## config.mk

```make
export PLATFORM = sky130hd
export DESIGN_NAME = i2c_reg_rd_seq
export DESIGN_NICKNAME = d
export VERILOG_FILES = /design/src/rtl/i2c_pkg.sv /design/src/rtl/i2c_req_sync.sv /design/src/rtl/i2c_reg_rd_seq.sv
export SDC_FILE = /design/constraint.sdc
export NUM_CORES = 1
export LEC_CHECK = 0
export CAP_MARGIN = 10
export CORE_ASPECT_RATIO = 0.7
export CORE_MARGIN = 4
export CORE_UTILIZATION = 50
export CTS_BUF_LIST = sky130_fd_sc_hd__clkbuf_16
export CTS_CLUSTER_DIAMETER = 200
export DETAILED_ROUTE_END_ITERATION = 7
export PLACE_DENSITY = 0.86
export REMOVE_ABC_BUFFERS = 1
export SLEW_MARGIN = 10
export SYNTH_ARGS = -nofsm -noshare
export SYNTH_HDL_FRONTEND = slang
export SYNTH_SLANG_ARGS = --single-unit
```

## constraint.sdc

```tcl
create_clock -name clk -period 4.1 [get_ports clk]
set_input_delay 1.025 -clock clk [delete_from_list [all_inputs] [get_ports clk]]
set_output_delay 1.025 -clock clk [all_outputs]
set_load 0.05 [all_outputs]
```

## src/rtl/i2c_pkg.sv

```systemverilog
// Shared codes for the I2C register-read sequencer.
// Command codes, FSM state codes and mode-byte field positions.
package i2c_pkg;

    localparam int CMD_W = 3;

    localparam logic [CMD_W-1:0] CMD_START     = 3'd1;
    localparam logic [CMD_W-1:0] CMD_WRITE     = 3'd2;
    localparam logic [CMD_W-1:0] CMD_READ_NACK = 3'd3;
    localparam logic [CMD_W-1:0] CMD_RSTART    = 3'd4;
    localparam logic [CMD_W-1:0] CMD_STOP      = 3'd5;

    typedef enum logic [3:0] {
        ST_IDLE   = 4'd0,
        ST_START  = 4'd1,
        ST_ADDR_W = 4'd2,
        ST_REG    = 4'd3,
        ST_RSTART = 4'd4,
        ST_ADDR_R = 4'd5,
        ST_READ   = 4'd6,
        ST_STOP   = 4'd7,
        ST_DONE   = 4'd8
    } state_t;

    localparam int MODE_ERR     = 7;
    localparam int MODE_RTY_LSB = 4;
    localparam int MODE_ST_LSB  = 0;

    function automatic logic [CMD_W-1:0] st_cmd(input state_t s);
        logic [CMD_W-1:0] c;
        case (s)
            ST_START:  c = CMD_START;
            ST_ADDR_W: c = CMD_WRITE;
            ST_REG:    c = CMD_WRITE;
            ST_ADDR_R: c = CMD_WRITE;
            ST_RSTART: c = CMD_RSTART;
            ST_READ:   c = CMD_READ_NACK;
            ST_STOP:   c = CMD_STOP;
            default:   c = '0;
        endcase
        return c;
    endfunction

endpackage

```

## src/rtl/i2c_req_sync.sv

```systemverilog
// Request synchroniser: 2-FF sync of the raw switch plus a
// one-cycle pulse on its falling edge. Idles high.
module i2c_req_sync (
    input  logic clk,
    input  logic rst_n,
    input  logic din,
    output logic fall
);

    logic [2:0] sr;

    // sr[1] is the synchronised level, sr[2] its one-cycle delay
    always_ff @(posedge clk or negedge rst_n) begin
        if (!rst_n) sr <= 3'b111;
        else        sr <= {sr[1:0], din};
    end

    assign fall = sr[2] & ~sr[1];

endmodule

```

## src/rtl/i2c_reg_rd_seq.sv

```systemverilog
// I2C register-read transaction sequencer with NACK retry.
// Optional response watchdog: define I2C_TIMEOUT_EN.
module i2c_reg_rd_seq
    import i2c_pkg::*;
#(
    parameter int unsigned RETRY_MAX   = 3,
    parameter int unsigned TIMEOUT_CYC = 4096
) (
    input  logic             clk,
    input  logic             rst_n,
    input  logic             start_n,
    input  logic [6:0]       dev_addr,
    input  logic [7:0]       reg_addr,
    output logic             cmd_valid,
    output logic [CMD_W-1:0] cmd,
    output logic [7:0]       cmd_data,
    input  logic             cmd_ready,
    input  logic             rsp_valid,
    input  logic             rsp_ack,
    input  logic [7:0]       rsp_data,
    output logic             busy,
    output logic             done,
    output logic             err,
    output logic [7:0]       rd_data,
    output logic [7:0]       mode
);

    state_t     state, state_nx;
    logic       req_fall;
    logic       wait_ph, nack_flag, err_q;
    logic [2:0] retry_cnt;
    logic [6:0] dev_q;
    logic [7:0] reg_q, shadow, rd_q;
    logic       is_cmd, xfer, rsp_ok, nack, retry, tmo;

    i2c_req_sync u_sync (
        .clk   (clk),
        .rst_n (rst_n),
        .din   (start_n),
        .fall  (req_fall)
    );

    assign is_cmd = (state != ST_IDLE) && (state != ST_DONE);
    assign xfer   = cmd_valid & cmd_ready;
    assign rsp_ok = wait_ph & rsp_valid;
    assign nack   = rsp_ok & ~rsp_ack &
                    ((state == ST_ADDR_W) || (state == ST_REG) ||
                     (state == ST_ADDR_R));
    // A timed-out transaction is flagged in err and never retried
    assign retry  = nack_flag & ~err_q &
                    (32'(retry_cnt) < RETRY_MAX);

`ifdef I2C_TIMEOUT_EN
    logic [15:0] tmr;

    // Watchdog: restarts at each handshake, runs during wait phase
    always_ff @(posedge clk or negedge rst_n) begin
        if (!rst_n)       tmr <= '0;
        else if (xfer)    tmr <= '0;
        else if (wait_ph) tmr <= tmr + 16'd1;
    end

    assign tmo = wait_ph & ~rsp_valid &
                 (tmr == 16'(TIMEOUT_CYC - 1));
`else
    assign tmo = 1'b0;
`endif

    // State register
    always_ff @(posedge clk or negedge rst_n) begin
        if (!rst_n) state <= ST_IDLE;
        else        state <= state_nx;
    end

    // Next-state: advance on response, divert to STOP on NACK/timeout
    always_comb begin
        state_nx = state;
        unique case (state)
            ST_IDLE: if (req_fall) state_nx = ST_START;
            ST_DONE: state_nx = ST_IDLE;
            default: begin
                if (rsp_ok) begin
                    unique case (state)
                        ST_START:  state_nx = ST_ADDR_W;
                        ST_ADDR_W: state_nx = rsp_ack ? ST_REG : ST_STOP;
                        ST_REG:    state_nx = rsp_ack ? ST_RSTART : ST_STOP;
                        ST_RSTART: state_nx = ST_ADDR_R;
                        ST_ADDR_R: state_nx = rsp_ack ? ST_READ : ST_STOP;
                        ST_READ:   state_nx = ST_STOP;
                        ST_STOP:   state_nx = retry ? ST_START : ST_DONE;
                        default:   state_nx = state;
                    endcase
                end else if (tmo) begin
                    state_nx = (state == ST_STOP) ? ST_DONE : ST_STOP;
                end
            end
        endcase
    end

    // Phase, retry bookkeeping, request latch and read-data capture
    always_ff @(posedge clk or negedge rst_n) begin
        if (!rst_n) begin
            wait_ph   <= 1'b0;
            nack_flag <= 1'b0;
            err_q     <= 1'b0;
            retry_cnt <= '0;
            dev_q     <= '0;
            reg_q     <= '0;
            shadow    <= '0;
            rd_q      <= '0;
        end else begin
            if (state_nx != state) wait_ph <= 1'b0;
            else if (xfer)         wait_ph <= 1'b1;
            if ((state == ST_IDLE) && req_fall) begin
                dev_q     <= dev_addr;
                reg_q     <= reg_addr;
                retry_cnt <= '0;
                err_q     <= 1'b0;
                nack_flag <= 1'b0;
            end
            if (nack) nack_flag <= 1'b1;
            if ((state == ST_STOP) && rsp_ok) begin
                if (retry) begin
                    retry_cnt <= retry_cnt + 3'd1;
                    nack_flag <= 1'b0;
                end else if (nack_flag) begin
                    err_q <= 1'b1;
                end
            end
            if (tmo) err_q <= 1'b1;
            if ((state == ST_READ) && rsp_ok) shadow <= rsp_data;
            if ((state == ST_DONE) && !err_q) rd_q <= shadow;
        end
    end

    // Outputs decoded from state and phase
    always_comb begin
        cmd_valid = is_cmd & ~wait_ph;
        cmd       = cmd_valid ? st_cmd(state) : '0;
        cmd_data  = '0;
        if (cmd_valid) begin
            unique case (1'b1)
                state == ST_ADDR_W: cmd_data = {dev_q, 1'b0};
                state == ST_REG:    cmd_data = reg_q;
                state == ST_ADDR_R: cmd_data = {dev_q, 1'b1};
                default:            cmd_data = '0;
            endcase
        end
        busy = (state != ST_IDLE);
        done = (state == ST_DONE);
        mode = '0;
        mode[MODE_ERR]             = err_q;
        mode[MODE_RTY_LSB +: 3]    = retry_cnt;
        mode[MODE_ST_LSB +: 4]     = state;
    end

    assign err     = err_q;
    assign rd_data = rd_q;

endmodule
```

==> impl_metrics.ini, run 1 <==
[outcome]
outcome = complete, no violations

[clock_tree]
cts_resized = 0
cts.clk_slew.worst_paths_ns = 0.06
cts_max_path_buffers = 2
cts-buffers-inserted = 5
cts_tree = done
cts.htree.levels = 2
cts.sinks = 44
cts.hold.buffers_added = 0
post_cts.repair.setup_buffers = 0
clk_latency_ns = 0.28
root_buffer = clkbuf_16

[grt]
grt_pass1_vias = 1524
gr-total-overflow = 0
track_usage_pct = 19.5
antenna_found_initial = 0
grt_max_degree = 45
grt_pass1_wl_um = 7640

[hold_path]
hp-class = flop to flop
hp-start = u_sync.sr[0]$_DFF_PN1_
holdPathStages = 0
worstHoldEndpoint = u_sync.sr[1]$_DFF_PN1_

[floorplan]
pin_count = 60
die_area_mm2 = 0.00512
die_x_um = 83.8
start_util_pct = 54.4
coreArea_mm2 = 0.00369
die_h_um = 61.1
rows = 18

[pwr]
vdd_ir_drop_max_v = 0.000513
p_total_mw = 2.22
swShare_pct = 42.7
power.switching_uw = 947
clkPwrFrac_pct = 16.9
combPwrFrac_pct = 47.2
power.density_mw_per_mm2 = 812
internal_power_mw = 1.27
seq_power_share_pct = 35.9
p_leak_nw = 1.15

[critical_path]
worstPathArrival_ns = 2.72
reg2reg_to = rd_data[0]$_DFFE_PN0P_
crit_type = flop to output pin
critPathCaptureType = output pin
worst-path-max-fanout = 15
r2r-start = state[1]$_DFF_PN0_
reg2reg_slack_ns = 2.03
cp_data_required_time_ns = 3.07
startpoint_type = flop
r2r_cells = 4

[finish]
mostFrequentLayoutCells = 58 x clkdlybuf4s50_1, 41 x dfrtp_1, 32 x mux2_2
layout_commonest_cell = clkdlybuf4s50_1
design_area_mm2 = 0.00273
seqCellArea_mm2 = 0.00110
num-fill-cells = 266
synthToLayoutAreaGrowth_pct = 35.9
final_nets = 240
drive_above_1_share_pct = 22.3
multiInputGateArea_um2 = 842
antenna_cells = 0
final_util_pct = 74.0

[place]
place_area_mm2 = 0.00259
pre_cts_ws_ns = 0.697
io_buffers = 59
dp_hpwl_um = 3290
gp_congestion = 0.772

[logic_synthesis]
avgSynthCellArea_um2 = 13.1
syn_inst = 153
synth-main-ff-cell = dfrtp_1
syn_area_mm2 = 0.00201
yosysUniqueCellTypes = 41
ys_ff_latch = 44
synthArstFlopShare_pct = 100
yosys_warnings = 0
ys_seq_area_share_pct = 54.9
synth_edf_count = 0

[detailed_routing]
drt-initial-drc-count = 64
ant_nets = 0
routedWlPerCell_um = 17.3
via_per_inst = 5.54
drc = 0
vias = 1446
drt_wl_total_um = 4510
drt_first_pass_iters = 4

[timing]
fin_ws_ns = 0.353
max_freq_mhz = 267
slew_headroom_pct = 35.6
rsz0062_at_grt = no
worst_pin_slew_ns = 0.965
skew_ns = 0.00280
period_share_pct = 91.4
maxSlewViolCount = 0
final.setup.tns_ns = 0
min_period_ns = 3.75
hold_viol_final = 0
final-setup-viol-count = 0

[flow_run]
drv_cap = 0
-- layout make-up --
| class | instances | share of cell area (%) |
|---|---|---|
| flip-flops and latches | 44 | 40.4 |
| multi-input cells | 100 | 30.8 |
| repair buffers | 59 | 21.4 |
| clock buffers | 5 | 4.58 |
| well taps | 50 | 2.29 |
| clock inverters | 3 | 0.458 |
-- power groups by stage --
| stage | clock, mW | sequential (mW) | combinational, mW |
|---|---|---|---|
| global route | 0.402 | 0.828 | 1.11 |
| finish | 0.375 | 0.795 | 1.05 |
| CTS | 0.379 | 0.793 | 1.05 |
| floorplan | 0 | 0.951 | 0.538 |
| detailed placement | 0 | 0.799 | 1.05 |
| global placement | 0 | 0.776 | 1.02 |
-- worst max-delay path by stage --
stage	to	from	slack [ns]	cells past startpoint
final	cmd_data[5]	state[1]$_DFF_PN0_	0.35	5
after global routing	cmd_data[5]	state[1]$_DFF_PN0_	0.22	5
after CTS	cmd_data[5]	state[1]$_DFF_PN0_	0.36	5
after detailed placement	cmd_data[5]	state[1]$_DFF_PN0_	0.70	5
after global placement	cmd_data[2]	state[1]$_DFF_PN0_	0.83	5
after floorplan	cmd[0]	state[0]$_DFF_PN0_	0.59	2
-- sequential cells by signal, indices dropped and copies added, names as in the netlist --
name	count
rd_data	8
reg_q	8
shadow	8
dev_q	7
state	4
retry_cnt	3
u_sync.sr	3
err	1
nack_flag	1
wait_ph	1
-- per-stage QoR --
stage | instances | hold WS [ns]
floorplan | 144 | 0.345
global placement | 253 | 0.348
detailed placement | 253 | 0.347
CTS | 261 | 0.355
global route | 261 | 0.364
finish | 261 | 0.357
-- cells in the mapped netlist, types with 2 or more instances --
library cell / count / share of area (%)
clkbuf_1: 2 / 0.37
a22o_1: 8 / 3.5
a21oi_1: 2 / 0.50
dfstp_2: 3 / 3.9
o21ai_0: 5 / 1.2
nor3_4: 2 / 1.6
buf_2: 2 / 0.50
and3_1: 2 / 0.62
mux2_2: 32 / 18
buf_6: 3 / 1.7
nor2_1: 10 / 1.9
nand2_1: 9 / 1.7
dfrtp_1: 41 / 51
nand4b_1: 2 / 0.87
nor2b_1: 4 / 1.2
-- layer usage --
layer	routed length [µm]	GRT usage, %	up-vias
li1	-	-	662
met3	341	5.88	7
met2	2260	34.7	66
met1	1860	23.7	711
met5	0	0	-
met4	58	6.19	0
-- worst max-delay path, cell delays in order (launching register included) --
cell and delay [ns]:
dfrtp_1 0.65, nor2b_1 0.32, nor2b_1 0.17, o21a_1 0.29
a22o_1 0.19, clkdlybuf4s50_1 0.81
-- cells by family after synthesis --
family / Yosys count / share of synthesized area [%]
AO/OA/AOI/OAI: 24 / 8.84
XOR/XNOR: 2 / 0.871
adder cells (fa/ha/maj): 1 / 0.622
buffers and inverters: 9 / 3.17
flip-flops: 44 / 54.9
multiplexers: 33 / 18.4
AND/OR/NAND/NOR: 40 / 13.1
No activity file was read; power rests on OpenSTA's default activity.
==> inputs of run 2 (changes only) <==
Settings changed: CORE_UTILIZATION 50 to 52, CTS_BUF_LIST sky130_fd_sc_hd__clkbuf_16 to sky130_fd_sc_hd__clkbuf_8, PLACE_DENSITY 0.86 to 0.89.
==> impl_metrics.ini, run 2 (synthesis results as in run 1) <==
[outcome]
outcome = complete, no violations

[detailed_routing]
drc = 0
ant_nets = 0
routedWlPerCell_um = 16.7
vias = 1441
drt_wl_total_um = 4360
via_per_inst = 5.52
drt_first_pass_iters = 4
drt-initial-drc-count = 120

[critical_path]
cp.depth = 5
cpPeakStageDelay_ns = 0.81
crit_type = flop to output pin
worst-path-max-fanout = 15
startpoint_type = flop
r2r_cells = 4
cpMaxStageDelayCell = clkdlybuf4s50_1
critPathCaptureType = output pin
crit_path_frequent_cell = nor2b_1
path_cells = nor2b_1 > nor2b_1 > o21a_1 > a22o_1 > clkdlybuf4s50_1
cp_data_required_time_ns = 3.07
worstPathArrival_ns = 2.74
cp_num_buf_inv = 1
cpLargestDelayFamily = buffers and inverters

[floorplan]
die_x_um = 82.3
die_area_mm2 = 0.00494
start_util_pct = 55.5
coreArea_mm2 = 0.00363
rows = 18
die_h_um = 60.0
pin_count = 60

[clock_tree]
clk_latency_ns = 0.30
cts_resized = 0
cts.hold.buffers_added = 0
cts.clk_slew.worst_paths_ns = 0.08
cts.htree.levels = 2
cts_max_path_buffers = 2
cts-buffers-inserted = 5
post_cts.repair.setup_buffers = 0
root_buffer = clkbuf_8
cts_tree = done
cts.sinks = 44

[grt]
grt_util_met2_pct = 32.1
grt_util_met3_pct = 7.23
grt_pass1_wl_um = 7390
antenna_found_initial = 0
grt_max_degree = 45
gr-total-overflow = 0
gr-usage-met1_pct = 27.3
track_usage_pct = 20.4
busiest_layer = met2
grt_pass1_vias = 1529

[pwr]
combPwrFrac_pct = 48.2
p_total_mw = 2.17
clkPwrFrac_pct = 15.4
vdd_ir_drop_max_v = 0.000472
seq_power_share_pct = 36.4
internal_power_mw = 1.23
swShare_pct = 43.3
p_leak_nw = 1.13
power.density_mw_per_mm2 = 802
power.switching_uw = 941

[finish]
final_nets = 240
synthToLayoutAreaGrowth_pct = 34.8
antenna_cells = 0
layout_commonest_cell = clkdlybuf4s50_1
drive_above_1_share_pct = 23.2
final_util_pct = 74.7
design_area_mm2 = 0.00271
mostFrequentLayoutCells = 58 x clkdlybuf4s50_1, 41 x dfrtp_1, 32 x mux2_2

[hold_path]
holdPathStages = 0
hp-class = flop to flop

[flow_run]
drv_cap = 0

[place]
place_area_mm2 = 0.00259
gp_congestion = 0.795
io_buffers = 59
dp_hpwl_um = 3220

[timing]
slew_headroom_pct = 38.5
hold_viol_final = 0
min_period_ns = 3.76
final-setup-viol-count = 0
final.setup.tns_ns = 0
worst_pin_slew_ns = 0.922
period_share_pct = 91.7
rsz0062_at_grt = no
skew_ns = 0.00827
maxSlewViolCount = 0
max_freq_mhz = 266
-- run 2: cell types whose count changed in the layout (fill, tap and decap cells not counted), sizes merged --
cell / delta
bufinv: +1
clkinv: -1
clkinvlp: +1
inv: -1
-- run 2: per-stage QoR --
stage | instances | hold slack (ns) | worst slack (ns)
floorplan | 144 | 0.345 | 0.589
detailed placement | 253 | 0.350 | 0.674
finish | 261 | 0.362 | 0.339
global route | 261 | 0.369 | 0.142
global placement | 253 | 0.349 | 0.836
CTS | 261 | 0.365 | 0.332
-- run 2: path summary, 6_finish.rpt --
kind | to | slack, ns | start
worst max-delay path | cmd_data[6] | 0.34 | state[1]$_DFF_PN0_
worst min-delay path | u_sync.sr[1]$_DFF_PN1_ | 0.36 | u_sync.sr[0]$_DFF_PN1_
worst max register to register | rd_data[1]$_DFFE_PN0P_ | 2.05 | state[1]$_DFF_PN0_
worst min register to register | u_sync.sr[1]$_DFF_PN1_ | 0.36 | u_sync.sr[0]$_DFF_PN1_
max in group asynchronous | rd_data[2]$_DFFE_PN0P_ | 2.67 | rst_n
min in group asynchronous | shadow[7]$_DFFE_PN0P_ | 0.85 | rst_n
-- run 2: final cells by class --
type	instances	area, µm²
Clock buffer	5	68.8
Clock inverter	3	46.3
Fill cell	237	916
Multi-Input combinational cell	100	842
Sequential cell	44	1100
Tap cell	50	62.6
Timing Repair Buffer	59	586
-- run 2: worst reg2reg max path, stage by stage, from the launching register on --
cell	delay, ns
dfrtp_1	0.57
nor3_4	0.41
and2_1	0.22
and2b_1	0.36
mux2_2	0.38
-- run 2: power by group through the flow --
stage               clock network [mW]  logic [mW]  registers (mW)
floorplan                            0       0.538           0.951
global placement                     0        1.02           0.778
detailed placement                   0        1.05           0.796
CTS                              0.345        1.06           0.789
global route                     0.364        1.12           0.822
finish                           0.335        1.05           0.792
-- run 2: layer usage --
layer | up-vias | wire length [µm]
li1 | 658 | -
met1 | 724 | 1890
met2 | 57 | 2180
met3 | 2 | 278
met4 | 0 | 11
met5 | - | 0
